### src/rtl/cassette_record.sv
// cassette_record: write side of the CoCo3 cassette image.
// It listens to the 6-bit sound DAC while the cassette motor relay is on and
// decodes the CoCo FSK tape signal. One full square-wave cycle carries one bit:
// 2400 Hz is a 1 and 1200 Hz is a 0, sent LSB first with no start bits.
// Once it has aligned on a 0x55 leader byte, it writes each decoded byte to
// consecutive addresses of the cassette SRAM image.
//
// Ports:
//   clk       in   1  system clock
//   reset     in   1  synchronous reset, active high
//   en        in   1  cassette motor relay; decoding only runs while high
//   rewind    in   1  level-sensitive clear of the image pointer
//   dac       in   6  CoCo sound DAC value
//   ram_addr  out 16  SRAM write address
//   ram_data  out  8  SRAM write data
//   ram_wr    out  1  single-cycle write strobe
//   cas_len   out 16  number of bytes recorded
//   locked    out  1  decoder is byte-aligned
//   full      out  1  sticky: the byte at MAX_ADDR has been written
module cassette_record #(
  parameter int unsigned TICK_DIV = 57,
  parameter int unsigned HI_TH    = 36,
  parameter int unsigned LO_TH    = 28,
  parameter int unsigned MIN_US   = 200,
  parameter int unsigned SPLIT_US = 625,
  parameter int unsigned GAP_US   = 1250,
  parameter logic [15:0] MAX_ADDR = 16'hFFFF
) (
  input  logic        clk,
  input  logic        reset,
  input  logic        en,
  input  logic        rewind,
  input  logic [5:0]  dac,
  output logic [15:0] ram_addr,
  output logic [7:0]  ram_data,
  output logic        ram_wr,
  output logic [15:0] cas_len,
  output logic        locked,
  output logic        full
);

  localparam int unsigned  PW       = (TICK_DIV > 1) ? $clog2(TICK_DIV) : 1;
  localparam logic [PW-1:0] PRE_LAST = PW'(TICK_DIV - 1);
  localparam logic [5:0]   HI_LVL   = 6'(HI_TH);
  localparam logic [5:0]   LO_LVL   = 6'(LO_TH);
  localparam logic [11:0]  MIN_P    = 12'(MIN_US);
  localparam logic [11:0]  SPLIT_P  = 12'(SPLIT_US);
  localparam logic [11:0]  GAP_P    = 12'(GAP_US);
  localparam logic [11:0]  PER_MAX  = 12'hFFF;

  typedef enum logic [1:0] {
    S_IDLE = 2'd0,
    S_ARM  = 2'd1,
    S_HUNT = 2'd2,
    S_LOCK = 2'd3
  } state_e;

  state_e        state_q, state_d;
  logic [5:0]    dac_q, dac_d;
  logic          lvl_q, lvl_d;
  logic          lvl_prev_q, lvl_prev_d;
  logic [PW-1:0] pre_q, pre_d;
  logic [11:0]   per_q, per_d;
  logic [7:0]    sr_q, sr_d;
  logic [2:0]    bcnt_q, bcnt_d;
  logic          wr_q, wr_d;
  logic [7:0]    data_q, data_d;
  logic [15:0]   addr_q, addr_d;
  logic [15:0]   len_q, len_d;
  logic          full_q, full_d;
  logic          locked_q, locked_d;

  logic          tick_s;
  logic          edge_s;
  logic          accept_s;
  logic          gap_s;
  logic          bit_s;
  logic [7:0]    shift_s;
  logic [11:0]   per_run_s;
  logic          done_s;

  assign tick_s    = en && (pre_q == PRE_LAST);
  assign edge_s    = lvl_q && !lvl_prev_q;
  // The period is taken from the registered counter at the edge cycle.
  // An edge with P < GAP wins over a gap that fires in the same cycle.
  assign accept_s  = edge_s && (per_q >= MIN_P) && (per_q < GAP_P);
  assign gap_s     = (per_q >= GAP_P);
  assign bit_s     = (per_q < SPLIT_P);
  assign shift_s   = {bit_s, sr_q[7:1]};
  assign per_run_s = (tick_s && (per_q != PER_MAX)) ? (per_q + 12'd1) : per_q;

  // Next-state logic for the input path, timing, decoder FSM and write path
  always_comb begin
    state_d    = state_q;
    dac_d      = dac;
    lvl_d      = lvl_q;
    lvl_prev_d = lvl_q;
    pre_d      = pre_q;
    per_d      = per_q;
    sr_d       = sr_q;
    bcnt_d     = bcnt_q;
    wr_d       = 1'b0;
    data_d     = data_q;
    addr_d     = addr_q;
    len_d      = len_q;
    full_d     = full_q;
    done_s     = 1'b0;

    // Hysteresis comparator: between the thresholds the level holds.
    if (dac_q >= HI_LVL) begin
      lvl_d = 1'b1;
    end else if (dac_q <= LO_LVL) begin
      lvl_d = 1'b0;
    end else begin
      lvl_d = lvl_q;
    end

    if (!en) begin
      pre_d = {PW{1'b0}};
    end else if (pre_q == PRE_LAST) begin
      pre_d = {PW{1'b0}};
    end else begin
      pre_d = pre_q + PW'(1);
    end

    case (state_q)
      S_IDLE: begin
        per_d  = 12'd0;
        sr_d   = 8'h00;
        bcnt_d = 3'd0;
        if (en) begin
          state_d = S_ARM;
        end else begin
          state_d = S_IDLE;
        end
      end
      S_ARM: begin
        // The arming edge only starts the measurement; no bit is decoded.
        per_d = 12'd0;
        if (edge_s) begin
          state_d = S_HUNT;
        end else begin
          state_d = S_ARM;
        end
      end
      S_HUNT, S_LOCK: begin
        if (accept_s) begin
          per_d = 12'd0;
          sr_d  = shift_s;
          if (state_q == S_HUNT) begin
            if (shift_s == 8'h55) begin
              state_d = S_LOCK;
              bcnt_d  = 3'd0;
              done_s  = 1'b1;
            end else begin
              state_d = S_HUNT;
            end
          end else begin
            if (bcnt_q == 3'd7) begin
              bcnt_d = 3'd0;
              done_s = 1'b1;
            end else begin
              bcnt_d = bcnt_q + 3'd1;
            end
          end
        end else if (gap_s) begin
          // The line went quiet: drop any partial byte and wait for a new arming edge.
          state_d = S_ARM;
          per_d   = 12'd0;
          sr_d    = 8'h00;
          bcnt_d  = 3'd0;
        end else begin
          // Either no edge arrived, or a glitch arrived (P < MIN); the counter keeps running.
          per_d = per_run_s;
        end
      end
      default: begin
        state_d = S_IDLE;
      end
    endcase

    if (done_s && !full_q) begin
      wr_d = 1'b1;
    end else begin
      wr_d = 1'b0;
    end

    // The address advances in the cycle after the strobe. At MAX_ADDR it holds and full is set.
    if (wr_q) begin
      len_d = addr_q + 16'd1;
      if (addr_q == MAX_ADDR) begin
        full_d = 1'b1;
      end else begin
        addr_d = addr_q + 16'd1;
      end
    end else begin
      len_d = len_q;
    end

    // Motor off: discard the partial byte, keep the pointer so the next save appends.
    if (!en) begin
      state_d = S_IDLE;
      per_d   = 12'd0;
      sr_d    = 8'h00;
      bcnt_d  = 3'd0;
      wr_d    = 1'b0;
    end else begin
      state_d = state_d;
    end

    // Rewind beats everything, including a write being issued this cycle.
    if (rewind) begin
      addr_d  = 16'd0;
      len_d   = 16'd0;
      full_d  = 1'b0;
      wr_d    = 1'b0;
      per_d   = 12'd0;
      sr_d    = 8'h00;
      bcnt_d  = 3'd0;
      state_d = en ? S_ARM : S_IDLE;
    end else begin
      addr_d = addr_d;
    end

    if (wr_d) begin
      data_d = shift_s;
    end else begin
      data_d = data_q;
    end

    locked_d = (state_d == S_LOCK);
  end

  // State and datapath registers
  always_ff @(posedge clk) begin
    if (reset) begin
      state_q    <= S_IDLE;
      dac_q      <= 6'd0;
      lvl_q      <= 1'b0;
      lvl_prev_q <= 1'b0;
      pre_q      <= {PW{1'b0}};
      per_q      <= 12'd0;
      sr_q       <= 8'h00;
      bcnt_q     <= 3'd0;
      wr_q       <= 1'b0;
      data_q     <= 8'h00;
      addr_q     <= 16'd0;
      len_q      <= 16'd0;
      full_q     <= 1'b0;
      locked_q   <= 1'b0;
    end else begin
      state_q    <= state_d;
      dac_q      <= dac_d;
      lvl_q      <= lvl_d;
      lvl_prev_q <= lvl_prev_d;
      pre_q      <= pre_d;
      per_q      <= per_d;
      sr_q       <= sr_d;
      bcnt_q     <= bcnt_d;
      wr_q       <= wr_d;
      data_q     <= data_d;
      addr_q     <= addr_d;
      len_q      <= len_d;
      full_q     <= full_d;
      locked_q   <= locked_d;
    end
  end

  assign ram_addr = addr_q;
  assign ram_data = data_q;
  assign ram_wr   = wr_q;
  assign cas_len  = len_q;
  assign locked   = locked_q;
  assign full     = full_q;

endmodule

### config.mk
export PLATFORM = sky130hd
export DESIGN_NAME = cassette_record
export DESIGN_NICKNAME = d
export VERILOG_FILES = /design/src/rtl/cassette_record.sv
export SDC_FILE = /design/constraint.sdc
export NUM_CORES = 1
export LEC_CHECK = 0
export ABC_CLOCK_PERIOD_IN_PS = 3970
export CAP_MARGIN = 20
export CORE_MARGIN = 2
export CORE_UTILIZATION = 45
export DETAILED_ROUTE_END_ITERATION = 10
export HOLD_SLACK_MARGIN = 0.03
export PLACE_DENSITY = 0.65
export RECOVER_POWER = 25
export SYNTH_ARGS = -nofsm -noshare
export SYNTH_HDL_FRONTEND = slang
export SYNTH_SLANG_ARGS = --single-unit
export TNS_END_PERCENT = 20
### constraint.sdc
create_clock -name clk -period 3.97 [get_ports clk]
set_clock_uncertainty 0.2 [all_clocks]
set_input_delay 0.397 -clock clk [delete_from_list [all_inputs] [get_ports clk]]
set_output_delay 0.397 -clock clk [all_outputs]
set_load 0.02 [all_outputs]
Word-level counts from Yosys, hierarchy flattened
Cells that the tools add are included.
{"block": "totals", "reg_bits": 82, "inputBits": 10, "out_inout_bits": 43, "wordCells": 90}
{"block": "classes", "addsub": 4, "magnitude_cmp": 6, "n_eq_ne": 12, "muxes": 32, "n_bitwise": 2, "n_reduce_logical": 20}
{"op": "2-to-1 mux 12 bit", "count": 3}
{"op": "case mux 12 bit (2 select lines)", "count": 1}
{"op": "adder 16 x 1 -> 16 bit (second input constant)", "count": 1}
{"op": "== test 16 bit (second input constant)", "count": 1}
{"op": "2-to-1 mux 8 bit", "count": 2}
{"op": "case mux 8 bit (2 select lines)", "count": 1}
{"op": "2-to-1 mux 3 bit", "count": 5}
{"op": "adder 12 x 1 -> 12 bit (second input constant)", "count": 1}
{"op": ">= comparator 12 x 11 -> 1 bit (second input constant)", "count": 1}
{"op": ">= comparator 12 x 8 -> 1 bit (second input constant)", "count": 1}
{"op": "less-than comparator 12 x 10 -> 1 bit (second input constant)", "count": 1}
{"op": "less-than comparator 12 x 11 -> 1 bit (second input constant)", "count": 1}
{"op": "2-to-1 mux 1 bit", "count": 12}
{"op": "2-to-1 mux 2 bit", "count": 6}
{"op": "!= test 12 bit (second input constant)", "count": 1}
{"op": "== test 8 x 7 -> 1 bit (second input constant)", "count": 1}
{"op": "!= test 4 bit (second input constant)", "count": 2}
{"op": "adder 6 x 1 -> 6 bit (second input constant)", "count": 1}
{"op": "== test 2 bit (second input constant)", "count": 3}
{"op": "== test 6 bit (second input constant)", "count": 1}
{"op": ">= comparator 6 bit (second input constant)", "count": 1}
{"op": "less-or-equal comparator 6 x 5 -> 1 bit (second input constant)", "count": 1}
{"op": "logical AND 1 bit", "count": 6}
{"op": "case mux 2 bit (3 select lines)", "count": 1}
{"op": "other kinds (13)", "count": 21}

Longest topological paths before layout
{"block": "logic_depth", "ltp_word": 10, "depth_mapped": 8}

Worst setup path before layout
OpenSTA, ideal clock, no wires.
{"block": "synth_path", "kind": "reg-to-reg", "start": "register addr_q[0], in the netlist ram_addr[0]", "end": "register addr_q[8], in the netlist ram_addr[8]", "setup_time_ps": 128, "arrival_ps": 2043, "slack_ps": 1600, "path_stages_with_launch": 8, "synth_period_minus_slack_ps": 2370, "path_cell_list": "dfxtp_1 -> ha_1 -> nand3_2 -> or4_4 -> buf_4 -> o2111ai_1 -> xor2_1 -> nor2_1"}
{"block": "synth_via", "elab_chain_cells": 3}
{"item": "start, declared", "line_no": "68", "source": "logic [15:0] addr_q, addr_d;"}
{"item": "start signal, assigned", "line_no": "262", "source": "addr_q <= addr_d;"}
{"item": "branches (longest 3 deep; another with adder 16 x 1 -> 16 bit)"}
Parallel ways; which one is timed is not known.
A chain may end at the register's enable or synchronous reset.

Final worst setup path
{"block": "layout_path", "start": "input port reset", "end": "register len_q[10], in the netlist cas_len[10]"}
{"block": "layout_via", "elab_chain_cells": 1}
{"item": "start, declared", "line_no": "30", "source": "input logic reset,"}
{"item": "OR reduction 2 bit (no line)"}
{"item": "end signal, assigned", "line_no": "263", "source": "len_q <= len_d;"}
{"item": "end, declared", "line_no": "69", "source": "logic [15:0] len_q, len_d;"}
Every way passes these cells.

==> metrics.md <==
| Metric | Value |
|---|---|
| Status | `finished clean` |
| Starting DRC count in detailed routing | `between 80 and 90` |
| Async SR Flop Fraction | `0%` |
| Nets | `480` |
| DP HPWL | `5.62 mm` |
| Seq/Total Area, Yosys | `a little over two fifths` |
| Total track usage | `a little under a fifth` |
| LEAKAGE | `1.42 nW` |
| Clock tree buffer depth | `2` |
| Via count | `a little over 3k` |
| Grt met2 use | `30.3%` |
| Num CTS Buffers | `9` |
| Starting Density | `45.8%` |
| Final Critical Period | `2.91 ns` |
| Max_cap viols | `0` |
| Std cell rows | `33` |
| Chip height | `around 95 um` |
| Reg2Reg Depth | `6` |
| Grt peak-use layer | `met2` |
| Later-pin clock latency in the skew report | `0.35 ns` |
| Hold Fails Final Rpt | `0` |
| Synthesis-stage register bit count | `between 80 and 90` |
| Synth Instances | `418` |
| Period utilization | `roughly 73%` |
| Commonest cells post-synth | `81 x dfxtp_1, 56 x nor2_1, 21 x o21ai_0` |
| Pre-antenna DRT Iters | `4` |
| Met1 Usage GRT | `approximately 24%` |
| Setup violators final | `0` |
| Vias/cell | `5.43` |
| CP Max Fanout | `28` |
| # DRC | `0` |
| Hold Slack | `0.262 ns` |
| Fin Setup TNS | `0 ns` |
| Setup bufs post-CTS | `0` |
| Synthesis-to-layout area growth | `20.9%` |
| Number of synthesized flops with an enable pin | `0` |
| Detail Route Antenna Nets | `0` |
| Worst Tran Pin Value | `1.38 ns` |
| Total Wirelength | `around 8 mm` |
| RSZ-0062 raised after global routing | `no` |
| First-pass GRT wire length | `13.2 mm` |
| Clock root cell | `clkbuf_8` |
| Mapped Nets | `436` |
| Yosys warns | `0` |
| Power per cell area | `334 nW/um^2` |
| Met3 Resource Use GR | `3.11%` |
| Setup crit end kind | `flop` |
| Critical Path Start Type | `primary input` |
| Hold crit path type | `flop to flop` |
| Req. time, crit path | `3.95 ns` |
| Core footprint | `8090 um^2` |
| Syn_area_per_cell | `between 8 and 9 um^2` |
| Hold buffer count at CTS | `0` |
| Synthesized area | `3710 um^2` |
| N_diodes | `0` |
| Ranking of synthesized cells by area | `dfxtp_1 44%, nor2_1 5.7%, xnor2_1 4.7%, xor2_1 3.3%, o21ai_0 2.8%` |
| Fmax | `344 MHz` |
| Slew Viols, Final | `0` |
| IO Pins | `between 50 and 60` |
| Max-slew headroom | `8.19%` |
| Die width | `94.8 um` |
| Cell taking the most area after synthesis | `dfxtp_1` |
| IR drop worst, VDD | `0.173 mV` |
| Vias in the first global route | `2870` |
| Post-synth cell types | `57` |
| Cell with the most instances after synthesis | `dfxtp_1` |
| DIE AREA | `8990 um^2` |
| Hold Path Depth | `1` |
| PortBufs | `52` |
| TritonCTS clock tree | `done` |
| Layout cells sized above 1 | `6.44%` |
| CTS Sinks | `81` |
| CP Class | `primary input to flop` |
| Ys flop type | `dfxtp_1` |
| Gpl congestion | `0.808` |
| PostCTS Resize Cnt | `0` |
| Antenna violations before repair | `0` |
| Worst-path clk slew | `0.08 ns` |
| Yosys top cell area share | `43.7%` |
| Htree depth | `3` |
| Grt ovf | `0` |
| Largest net degree at the start of global routing | `29` |
| Drt wl/cell | `13.8 um` |
| Worst EP arrival | `2.88 ns` |
==> through the flow <==
step           util (%)  setup WS [ns]  power, mW  area, um^2  instances
5_1_grt            55.4          0.706       1.56        4490        571
2_1_floorplan         -           1.60      0.866        3710        418
3_5_place_dp       52.8           1.16      0.884        4280        555
3_3_place_gp       52.8           1.23      0.883        4280        555
4_1_cts            55.4           1.15       1.52        4480        570
6_report           55.4           1.06       1.50        4490        571
==> worst max-delay path: stages <==
cell and delay (ns):
dlygate4sd3_1 0.52, clkbuf_1 0.73, or2_0 1.11, nor2_1 0.12
==> worst paths after layout <==
| check | slack, ns | startpoint | end |
|---|---|---|---|
| min reg2reg | 0.26 | pre_q[0] | pre_q[0] |
| max | 1.06 | reset | cas_len[10] |
| max reg2reg | 1.11 | ram_addr[0] | ram_addr[1] |
| min | 0.26 | pre_q[0] | pre_q[0] |
==> cell type report <==
| cell class | count | area, um^2 |
|---|---|---|
| Timing Repair Buffer | 56 | 547 |
| Clock buffer | 9 | 124 |
| Fill cell | 743 | 3610 |
| Tap cell | 105 | 131 |
| Inverter | 12 | 45.0 |
| Sequential cell | 81 | 1620 |
| Clock inverter | 6 | 83.8 |
| Multi-Input combinational cell | 302 | 1930 |
==> power breakdown <==
| part | switching, mW | internal [mW] | leakage [nW] |
|---|---|---|---|
| logic | 0.0228 | 0.0180 | 0.657 |
| registers | 0.00449 | 0.818 | 0.655 |
| clock network | 0.286 | 0.348 | 0.109 |
==> cell usage in the layout (no fill, tap or decap), types with 9 or more instances in the layout <==
cell type	synthesis	routed
clkbuf_8	0	9
nand2b_1	9	9
nand2_1	19	19
a21oi_1	9	9
inv_1	12	12
clkdlybuf4s50_1	0	43
nor3_1	14	14
dfxtp_1	81	81
nand4_1	11	11
nand4b_1	9	9
o21ai_0	21	22
dlygate4sd3_1	0	9
nand3_1	17	17
a211oi_1	9	9
nor2_1	56	56
xor2_1	14	14
nor2b_1	9	9
xnor2_1	20	20
==> metal layers <==
metal	share of wire, %	vias to the layer above
met5	0	-
met4	1.6	0
met3	3.9	17
met2	47	79
met1	48	1442
li1	-	1565
==> cells by family after synthesis <==
kind of cell | share of synthesized area [%]
buf+inv | 4.15
mux | 0.540
flops | 43.7
fa+ha+maj | 2.70
simple gates | 25.8
other cells | 0.101
xor+xnor | 8.03
compound gates | 14.9
==> registers in the layout, summed over array words and instances (netlist names), 2 cells and up <==
signal	count
pre_q	6
per_q	12
ram_addr	16
dac_q	6
ram_data	8
sr_q	7
state_q	2
cas_len	16
bcnt_q	3
Note: power is estimated with default switching activity, not from simulation.
